`src/rtl/uart_pkg.sv`:
```
// Shared UART definitions: word width, frame size, FSM encoding and parity helper.
package uart_pkg;
  localparam int DATA_WIDTH = 7;
  // start + parity + data bits; stop bits are added per instance
  localparam int FRAME_BITS = DATA_WIDTH + 2;

  typedef enum logic [2:0] {IDLE, START, PARITY, DATA, STOP} state_t;

  typedef struct packed {
    logic                  par;
    logic [DATA_WIDTH-1:0] data;
  } shift_t;

  function automatic logic parity(input logic [DATA_WIDTH-1:0] data, input logic odd);
    return (^data) ^ odd;
  endfunction
endpackage

```
`src/rtl/uart_bit_timer.sv`:
```
// Bit-period down-counter; bit_end marks the last clock of each serial bit.
module uart_bit_timer #(
  parameter int CLKS_PER_BIT = 1
) (
  input  logic clk,
  input  logic rst,
  input  logic restart,
  output logic bit_end
);
  localparam int            CW  = (CLKS_PER_BIT > 1) ? $clog2(CLKS_PER_BIT) : 1;
  localparam logic [CW-1:0] TOP = CW'(CLKS_PER_BIT - 1);

  logic [CW-1:0] cnt;

  always_ff @(posedge clk) begin
    if (rst)                        cnt <= '0;
    else if (restart || cnt == '0)  cnt <= TOP;
    else                            cnt <= cnt - CW'(1);
  end

  assign bit_end = (cnt == '0);
endmodule

```
`src/rtl/uart_transmitter.sv`:
```
// 7-bit UART transmitter: start, parity, LSB-first data, STOP_BITS stop bits,
// with a one-word holding buffer so frames can run back-to-back.
module uart_transmitter
  import uart_pkg::*;
#(
  parameter int CLKS_PER_BIT = 1,
  parameter int STOP_BITS    = 1,
  parameter bit PARITY_ODD   = 1'b0
) (
  input  logic                  clk,
  input  logic                  rst,
  input  logic [DATA_WIDTH-1:0] data_in,
  input  logic                  data_valid,
  output logic                  data_ready,
  output logic                  tx,
  output logic                  busy,
  output logic                  frame_done
);
  localparam logic [2:0] LAST_IDX  = 3'(DATA_WIDTH - 1);
  localparam logic [1:0] LAST_STOP = 2'(STOP_BITS - 1);

  state_t                state, state_nx;
  shift_t                shf, shf_nx;
  logic [2:0]            bit_idx, bit_idx_nx;
  logic [1:0]            stop_cnt, stop_cnt_nx;
  logic                  buf_full;
  logic [DATA_WIDTH-1:0] buf_data;
  logic                  bit_end, accept, last_stop, load_buf, load, tx_d;
  logic [DATA_WIDTH-1:0] load_word;

  uart_bit_timer #(.CLKS_PER_BIT(CLKS_PER_BIT)) u_timer (
    .clk     (clk),
    .rst     (rst),
    .restart (load),
    .bit_end (bit_end)
  );

  assign accept    = data_valid & ~buf_full;
  assign last_stop = (state == STOP) & bit_end & (stop_cnt == LAST_STOP);
  // Buffered word goes out from IDLE or straight after the last stop cycle.
  assign load_buf  = buf_full & ((state == IDLE) | last_stop);
  assign load      = load_buf | ((state == IDLE) & accept);
  assign load_word = load_buf ? buf_data : data_in;

  always_ff @(posedge clk) begin
    if (rst) state <= IDLE;
    else     state <= state_nx;
  end

  always_comb begin
    state_nx = state;
    case (state)
      IDLE:    if (load) state_nx = START;
      START:   if (bit_end) state_nx = PARITY;
      PARITY:  if (bit_end) state_nx = DATA;
      DATA:    if (bit_end && bit_idx == LAST_IDX) state_nx = STOP;
      STOP:    if (last_stop) state_nx = load ? START : IDLE;
      default: state_nx = IDLE;
    endcase
  end

  always_comb begin
    shf_nx      = shf;
    bit_idx_nx  = bit_idx;
    stop_cnt_nx = stop_cnt;
    if (load) begin
      shf_nx.par  = parity(load_word, PARITY_ODD);
      shf_nx.data = load_word;
      bit_idx_nx  = '0;
      stop_cnt_nx = '0;
    end else if (bit_end) begin
      case (state)
        DATA: if (bit_idx != LAST_IDX) begin
          shf_nx.data = shf.data >> 1;
          bit_idx_nx  = bit_idx + 3'd1;
        end
        STOP:    stop_cnt_nx = stop_cnt + 2'd1;
        default: ;
      endcase
    end
  end

  always_ff @(posedge clk) begin
    if (rst) begin
      shf      <= '0;
      bit_idx  <= '0;
      stop_cnt <= '0;
      buf_full <= 1'b0;
      buf_data <= '0;
      tx       <= 1'b1;
    end else begin
      shf      <= shf_nx;
      bit_idx  <= bit_idx_nx;
      stop_cnt <= stop_cnt_nx;
      tx       <= tx_d;
      if (load_buf) begin
        buf_full <= 1'b0;
      end else if (accept && state != IDLE) begin
        buf_full <= 1'b1;
        buf_data <= data_in;
      end
    end
  end

  // tx is registered from next-cycle state so the start bit follows the load edge.
  always_comb begin
    case (state_nx)
      START:   tx_d = 1'b0;
      PARITY:  tx_d = shf_nx.par;
      DATA:    tx_d = shf_nx.data[0];
      default: tx_d = 1'b1;
    endcase
    data_ready = ~buf_full;
    busy       = (state != IDLE) | buf_full;
    frame_done = last_stop;
  end
endmodule
```
`config.mk`:
```
export PLATFORM = sky130hd
export DESIGN_NAME = uart_transmitter
export DESIGN_NICKNAME = d
export VERILOG_FILES = /design/src/rtl/uart_pkg.sv /design/src/rtl/uart_bit_timer.sv /design/src/rtl/uart_transmitter.sv
export SDC_FILE = /design/constraint.sdc
export NUM_CORES = 1
export LEC_CHECK = 0
export ABC_AREA = 1
export CAP_MARGIN = 20
export CORE_AREA = 5 5 61 63
export CTS_CLUSTER_DIAMETER = 200
export CTS_CLUSTER_SIZE = 12
export DETAILED_ROUTE_END_ITERATION = 7
export DIE_AREA = 0 0 66 68
export PLACE_DENSITY = 0.71
export SLEW_MARGIN = 20
export SYNTH_ARGS = -nofsm -noshare
export SYNTH_HDL_FRONTEND = slang
export SYNTH_SLANG_ARGS = --single-unit
export TNS_END_PERCENT = 20
```
`constraint.sdc`:
```
create_clock -name clk -period 1.6 [get_ports clk]
set_input_delay 0.32 -clock clk [delete_from_list [all_inputs] [get_ports clk]]
set_output_delay 0.32 -clock clk [all_outputs]
set_load 0.01 [all_outputs]
```
==> results of run 1 <==
-- logic make-up after synthesis --
group	count (synthesis)	share of synthesized area
fa+ha+maj	3	0.0254
mux	1	0.00676
simple gates	117	0.381
xor+xnor	2	0.0118
flops	26	0.352
compound gates	28	0.112
other cells	1	0.00253
buf+inv	37	0.109
-- state kept, by name, summed over array words and instances, names as in the netlist --
signal / flops
state: 3
u_timer.cnt: 1
bit_idx: 3
shf: 8
stop_cnt: 2
buf_data: 7
tx: 1
buf_full: 1
-- routing by layer --
layer	global-route usage	part of all wire	vias up
met4	0.0457	0.0070	0
met5	0	0	-
met1	0.181	0.46	641
met3	0.0197	0.027	4
li1	-	-	770
met2	0.269	0.50	21
-- stage by stage --
step | setup WS (ns) | TNS [ns] | hold slack, ns | utilization | std cells
floorplan | -0.00279 | -0.00279 | 0.430 | - | 215
global placement | -0.0787 | -0.448 | 0.455 | 0.581 | 295
detailed placement | -0.116 | -0.717 | 0.457 | 0.581 | 295
CTS | -0.0714 | -0.338 | 0.473 | 0.597 | 300
global route | -0.289 | -1.43 | 0.515 | 0.662 | 305
finish | -0.133 | -0.388 | 0.482 | 0.662 | 305
-- power breakdown --
group	leakage, nW	internal [mW]	switching [mW]	total [mW]
Sequential	0.216	0.745	0.0654	0.811
Combinational	0.724	0.502	0.563	1.07
Clock	0.0210	0.139	0.204	0.343
-- worst register-to-register path, stage by stage (launching register included) --
cell     delay [ns]
dfxtp_2        0.36
nor2_4         0.19
nand3_4        0.13
nand2_8        0.12
buf_12         0.13
nand3_4        0.08
nand2_4        0.10
inv_2          0.05
nand2_1        0.06
nand2_1        0.06
nand2_2        0.06
nand2_1        0.05
nand2_1        0.05
nand2_1        0.04
nand2_1        0.06
nand2_1        0.05
nor2_2         0.09
-- final cells by class --
| class | instances | area share |
|---|---|---|
| Sequential cell | 26 | 0.251 |
| Timing Repair Buffer | 44 | 0.186 |
| Tap cell | 46 | 0.0273 |
| Inverter | 33 | 0.0612 |
| Clock buffer | 4 | 0.0172 |
| Multi-Input combinational cell | 152 | 0.457 |
-- worst max path at each step --
| stage | start | to |
|---|---|---|
| floorplan | state[2] | shf[7] |
| global placement | data_valid | shf[2] |
| detailed placement | data_valid | shf[3] |
| CTS | state[1] | shf[7] |
| global route | state[0] | shf[7] |
| finish | state[0] | shf[7] |
-- repair_timing --
action                     CTS  global route
setup endpoints to repair   11            17
setup buffers                1             4
cloned                       0             1
pin swaps                    8            21
gates resized for setup     13            41
-- cell usage in the layout, fill, tap and decap left out, drive strengths merged, types with 3 or more instances in the layout --
| cell | n |
|---|---|
| buf | 32 |
| a21oi | 13 |
| nand2 | 66 |
| nor2 | 26 |
| clkbuf | 5 |
| ha | 3 |
| inv | 33 |
| clkdlybuf4s50 | 10 |
| dfxtp | 26 |
| nand3 | 20 |
| a221oi | 5 |
| o21ai | 7 |
==> flow_summary.json, run 1 <==
{
  "leakage_nw": 0.961,
  "crit_buf_inv": 2,
  "vias": 1436,
  "synth_top_area_frac": 0.352,
  "initial_utilization": 0.466,
  "via_per_inst": 4.71,
  "place_congestion": 0.796,
  "cts_made_buffers": 3,
  "synth.top_cells.by_area": "dfxtp_1 35%, nand2_1 13%, inv_1 7.1%, nand3_1 6.1%, nor2_1 5.6%",
  "worstSetupStartpointType": "register",
  "syn_nets": 228,
  "cpMostUsedCell": "nand2_1",
  "fillers": 280,
  "ys_warn_count": 0,
  "cts.sinks": 26,
  "status": "finished, violations left",
  "root_buffer": "clkbuf_4",
  "multi_input_area_sq_um": 962,
  "synth_cells": 215,
  "cp-end-kind": "register",
  "routedWlPerCell_um": 10.8,
  "min_to": "stop_cnt[1]",
  "dieArea_sq_um": 4490,
  "htreeDepth": 1,
  "seqCellArea_sq_um": 528,
  "finalCritPeriodShare": 1.08,
  "routed_wl_um": 3280,
  "ant_nets": 0,
  "synthArstFlopShare": 0,
  "worst-path-max-fanout": 6,
  "drt_iter0_markers": 37,
  "worstSkewPairLatency_ns": 0.32,
  "peakVddDrop_mv": 0.573,
  "skew_ns": 0.00740,
  "drc": 0,
  "rsz0062_at_grt": "true",
  "required_ns": 1.87,
  "setup_viol": 6,
  "maxCapViolCount": 0,
  "arrival_ns": 2.00,
  "crit_family": "simple AND/OR/NAND/NOR gates",
  "antenna_found_initial": 0,
  "synthTopCellsByCount": "53 x nand2_1, 28 x inv_1, 26 x dfxtp_1",
  "groute.usage.overall": 0.148,
  "cts_tree": "yes",
  "critPathMaxStageDelay_ns": 0.36,
  "slew_violations": 0,
  "io_pins": 14,
  "synth_area_per_cell_sq_um": 6.88,
  "cp_num_cells": 16,
  "yosysTopAreaCell": "dfxtp_1",
  "hold_start": "stop_cnt[1]",
  "placed_area_sq_um": 1850,
  "firstDrtPassIters": 4,
  "p_total_mw": 2.22,
  "grt_pass1_wl_um": 5330,
  "rows": 21,
  "p_per_area_nw_per_um2": 1050,
  "grt_pass1_vias": 1299,
  "fin_ws_ns": -0.133,
  "yosys.cell_count.top_type": "nand2_1",
  "path_cells": "nor2_4 -> nand3_4 -> nand2_8 -> buf_12 -> nand3_4 -> nand2_4 -> inv_2 -> nand2_1 -> nand2_1 -> nand2_2 -> nand2_1 -> nand2_1 -> nand2_1 -> nand2_1 -> nand2_1 -> nor2_2",
  "hold_buffers": 0,
  "fmax_mhz": 577,
  "rr_startpoint": "state[0]",
  "reg2reg_depth": 16,
  "hold_path_class": "reg2reg",
  "r2r-end": "shf[7]",
  "slowest_stage": "dfxtp_2",
  "area_delta_synth_final_pct": 42.2,
  "grt_max_degree": 15,
  "clkSlewWorstSetupHoldPaths_ns": 0.15,
  "ys_seq_area_frac": 0.352,
  "gr-total-overflow": 0,
  "synth_edf_count": 0,
  "design_area_sq_um": 2100,
  "drive_gt1_frac": 0.394,
  "violations": "setup timing",
  "worstSetupPathType": "reg2reg",
  "synth_cell_types": 29,
  "synth_ff_type": "dfxtp_1",
  "die_w_um": 66,
  "r2r_slack_ns": -0.13,
  "n_antenna_cell": 0,
  "die_h_um": 68,
  "hold_viol_final": 0,
  "whs_path_depth": 2,
  "numPortBuffers": 13,
  "nets": 273,
  "synth_area_sq_um": 1480,
  "synth_seq_cells": 26,
  "period_minus_slack_ns": 1.73,
  "dp.final_hpwl_um": 2300,
  "coreArea_sq_um": 3180,
  "cts.path.max_buffers": 2
}
Power figures use the tool's default switching activity.
==> inputs of run 2 (changes only) <==
- REMOVE_ABC_BUFFERS: unset -> 1
==> run 2 against run 1 <==
Compared with the run above: the run still ends with setup timing left; highest routed layer unchanged; count of clock-buffer cells in the layout fell by 1; core utilization rose by 0.67 points; sequential share of layout area fell by 0.31 points; first-iteration DRC count rose by 86%; largest cell class unchanged; clock skew fell by 0.0030 ns; worst hold slack got worse by 0.011 ns; flip-flop and latch count did not move; die area did not move; clock power fell by 20%; global-route usage rose by 1.6 points; wire length rose by 7.2%; register-to-register slack barely moved.
==> flow_summary.json, run 2 (synthesis gave the netlist of run 1 again) <==
{
  "via_per_inst": 4.79,
  "p_total_mw": 2.15,
  "cts.sinks": 26,
  "slew_violations": 0,
  "largest_register_ff_count": 8,
  "design_area_sq_um": 2130,
  "drt_iter0_markers": 69,
  "routed_wl_um": 3520,
  "worstSkewPairLatency_ns": 0.32,
  "worstSetupPathType": "reg2reg",
  "cts.path.max_buffers": 2,
  "p_per_area_nw_per_um2": 1010,
  "layout_common_cells": "38 x nand2_1, 30 x buf_4, 22 x inv_1",
  "grt_pass1_vias": 1339,
  "place_congestion": 0.761,
  "fin_ws_ns": -0.133,
  "layout.cells.non_filler": 309,
  "hold_path_class": "reg2reg",
  "finalCritPeriodShare": 1.08,
  "routedWlPerCell_um": 11.4,
  "top_regs": "shf (8), buf_data (7)",
  "cts_tree": "yes",
  "placed_area_sq_um": 1850,
  "cts_made_buffers": 3,
  "cp-end-kind": "register",
  "required_ns": 1.87,
  "groute.usage.overall": 0.164,
  "violations": "setup timing",
  "dp_slack_ns": -0.168,
  "setup_viol": 6,
  "firstDrtPassIters": 4,
  "hold_viol_final": 0,
  "dieArea_sq_um": 4490,
  "clkSlewWorstSetupHoldPaths_ns": 0.13,
  "arrival_ns": 2.01,
  "root_buffer": "clkbuf_4",
  "rsz0062_at_grt": "true",
  "drive_gt1_frac": 0.388,
  "nets": 278,
  "coreArea_sq_um": 3180,
  "drc": 0,
  "grt_max_degree": 14,
  "maxCapViolCount": 0,
  "n_antenna_cell": 0,
  "antenna_found_initial": 0,
  "die_h_um": 68,
  "rows": 21,
  "place_inst": 297,
  "initial_utilization": 0.466,
  "ant_nets": 0,
  "layout_commonest_cell": "nand2_1",
  "htreeDepth": 1,
  "grt_pass1_wl_um": 5660,
  "hold_slack_ns": 0.471,
  "numPortBuffers": 13,
  "gr-total-overflow": 0,
  "regMostFlops": "shf",
  "status": "finished, violations left",
  "vias": 1481,
  "area_delta_synth_final_pct": 43.6,
  "worst-path-max-fanout": 5,
  "period_minus_slack_ns": 1.73,
  "fmax_mhz": 577,
  "hold_buffers": 0,
  "die_w_um": 66,
  "peakVddDrop_mv": 0.672,
  "worstSetupStartpointType": "register",
  "leakage_nw": 0.972,
  "dp.final_hpwl_um": 2480,
  "skew_ns": 0.00441,
  "io_pins": 14
}
-- run 2: cell count changes in the layout (fill, tap and decap cells not counted), sizes merged --
cell / previous run / this run
clkinv: 0 / 1
clkbuf: 5 / 3
inv: 33 / 32
buf: 32 / 36
nand2: 66 / 68
-- run 2: cell type report --
| type | instances | area (sq um) |
|---|---|---|
| well taps | 46 | 57.6 |
| clock buffers | 3 | 22.5 |
| multi-input cells | 154 | 983 |
| flip-flops and latches | 26 | 527 |
| fillers | 246 | 1050 |
| inverters | 33 | 129 |
| repair buffers | 47 | 407 |
-- run 2: timing repair --
item | 4_1_cts | 5_1_grt
endpoints found under the setup margin | 18 | 17
resized for setup | 24 | 37
pin swaps | 5 | 21
cloned | 0 | 2
setup buffers | 3 | 4
-- run 2: where the power goes --
part,total (mW),switching (mW),internal [mW],leakage [nW]
combinational,1.07,0.578,0.490,0.743
sequential,0.804,0.0599,0.744,0.215
clock,0.275,0.186,0.0884,0.0138
-- run 2: worst paths after layout --
path | start | end | slack, ns | cells after the start
max | state[2] | shf[7] | -0.13 | 17
min | buf_data[2] | buf_data[2] | 0.47 | 2
max reg2reg | state[2] | shf[7] | -0.13 | 17
min reg2reg | buf_data[2] | buf_data[2] | 0.47 | 2
-- run 2: stage by stage --
step | setup TNS, ns | utilization
floorplan | -0.0481 | -
global placement | -0.742 | 0.580
detailed placement | -1.77 | 0.580
CTS | -0.606 | 0.612
global route | -1.50 | 0.669
finish | -0.425 | 0.669
-- run 2: worst max-delay path, cell delays in order, from the launching register on --
cell and delay (ns):
dfxtp_2 0.37, inv_2 0.08, nor2_4 0.13, nand3_4 0.14, nand2_8 0.12, nand2_8 0.07
buf_12 0.13, nand2_4 0.04, nand2_2 0.07, nand2_2 0.07, nand3_2 0.07, nand2_2 0.08
inv_2 0.03, nand2_2 0.04, nand2_1 0.04, nand2_1 0.06, nand2_1 0.06, nor2_2 0.09
-- run 2: per-layer routing --
metal	GRT usage	share of wire	up-vias
met5	0	0	-
met4	0.0660	0.028	0
met3	0.0443	0.034	11
met2	0.289	0.50	23
met1	0.187	0.44	666
li1	-	-	781
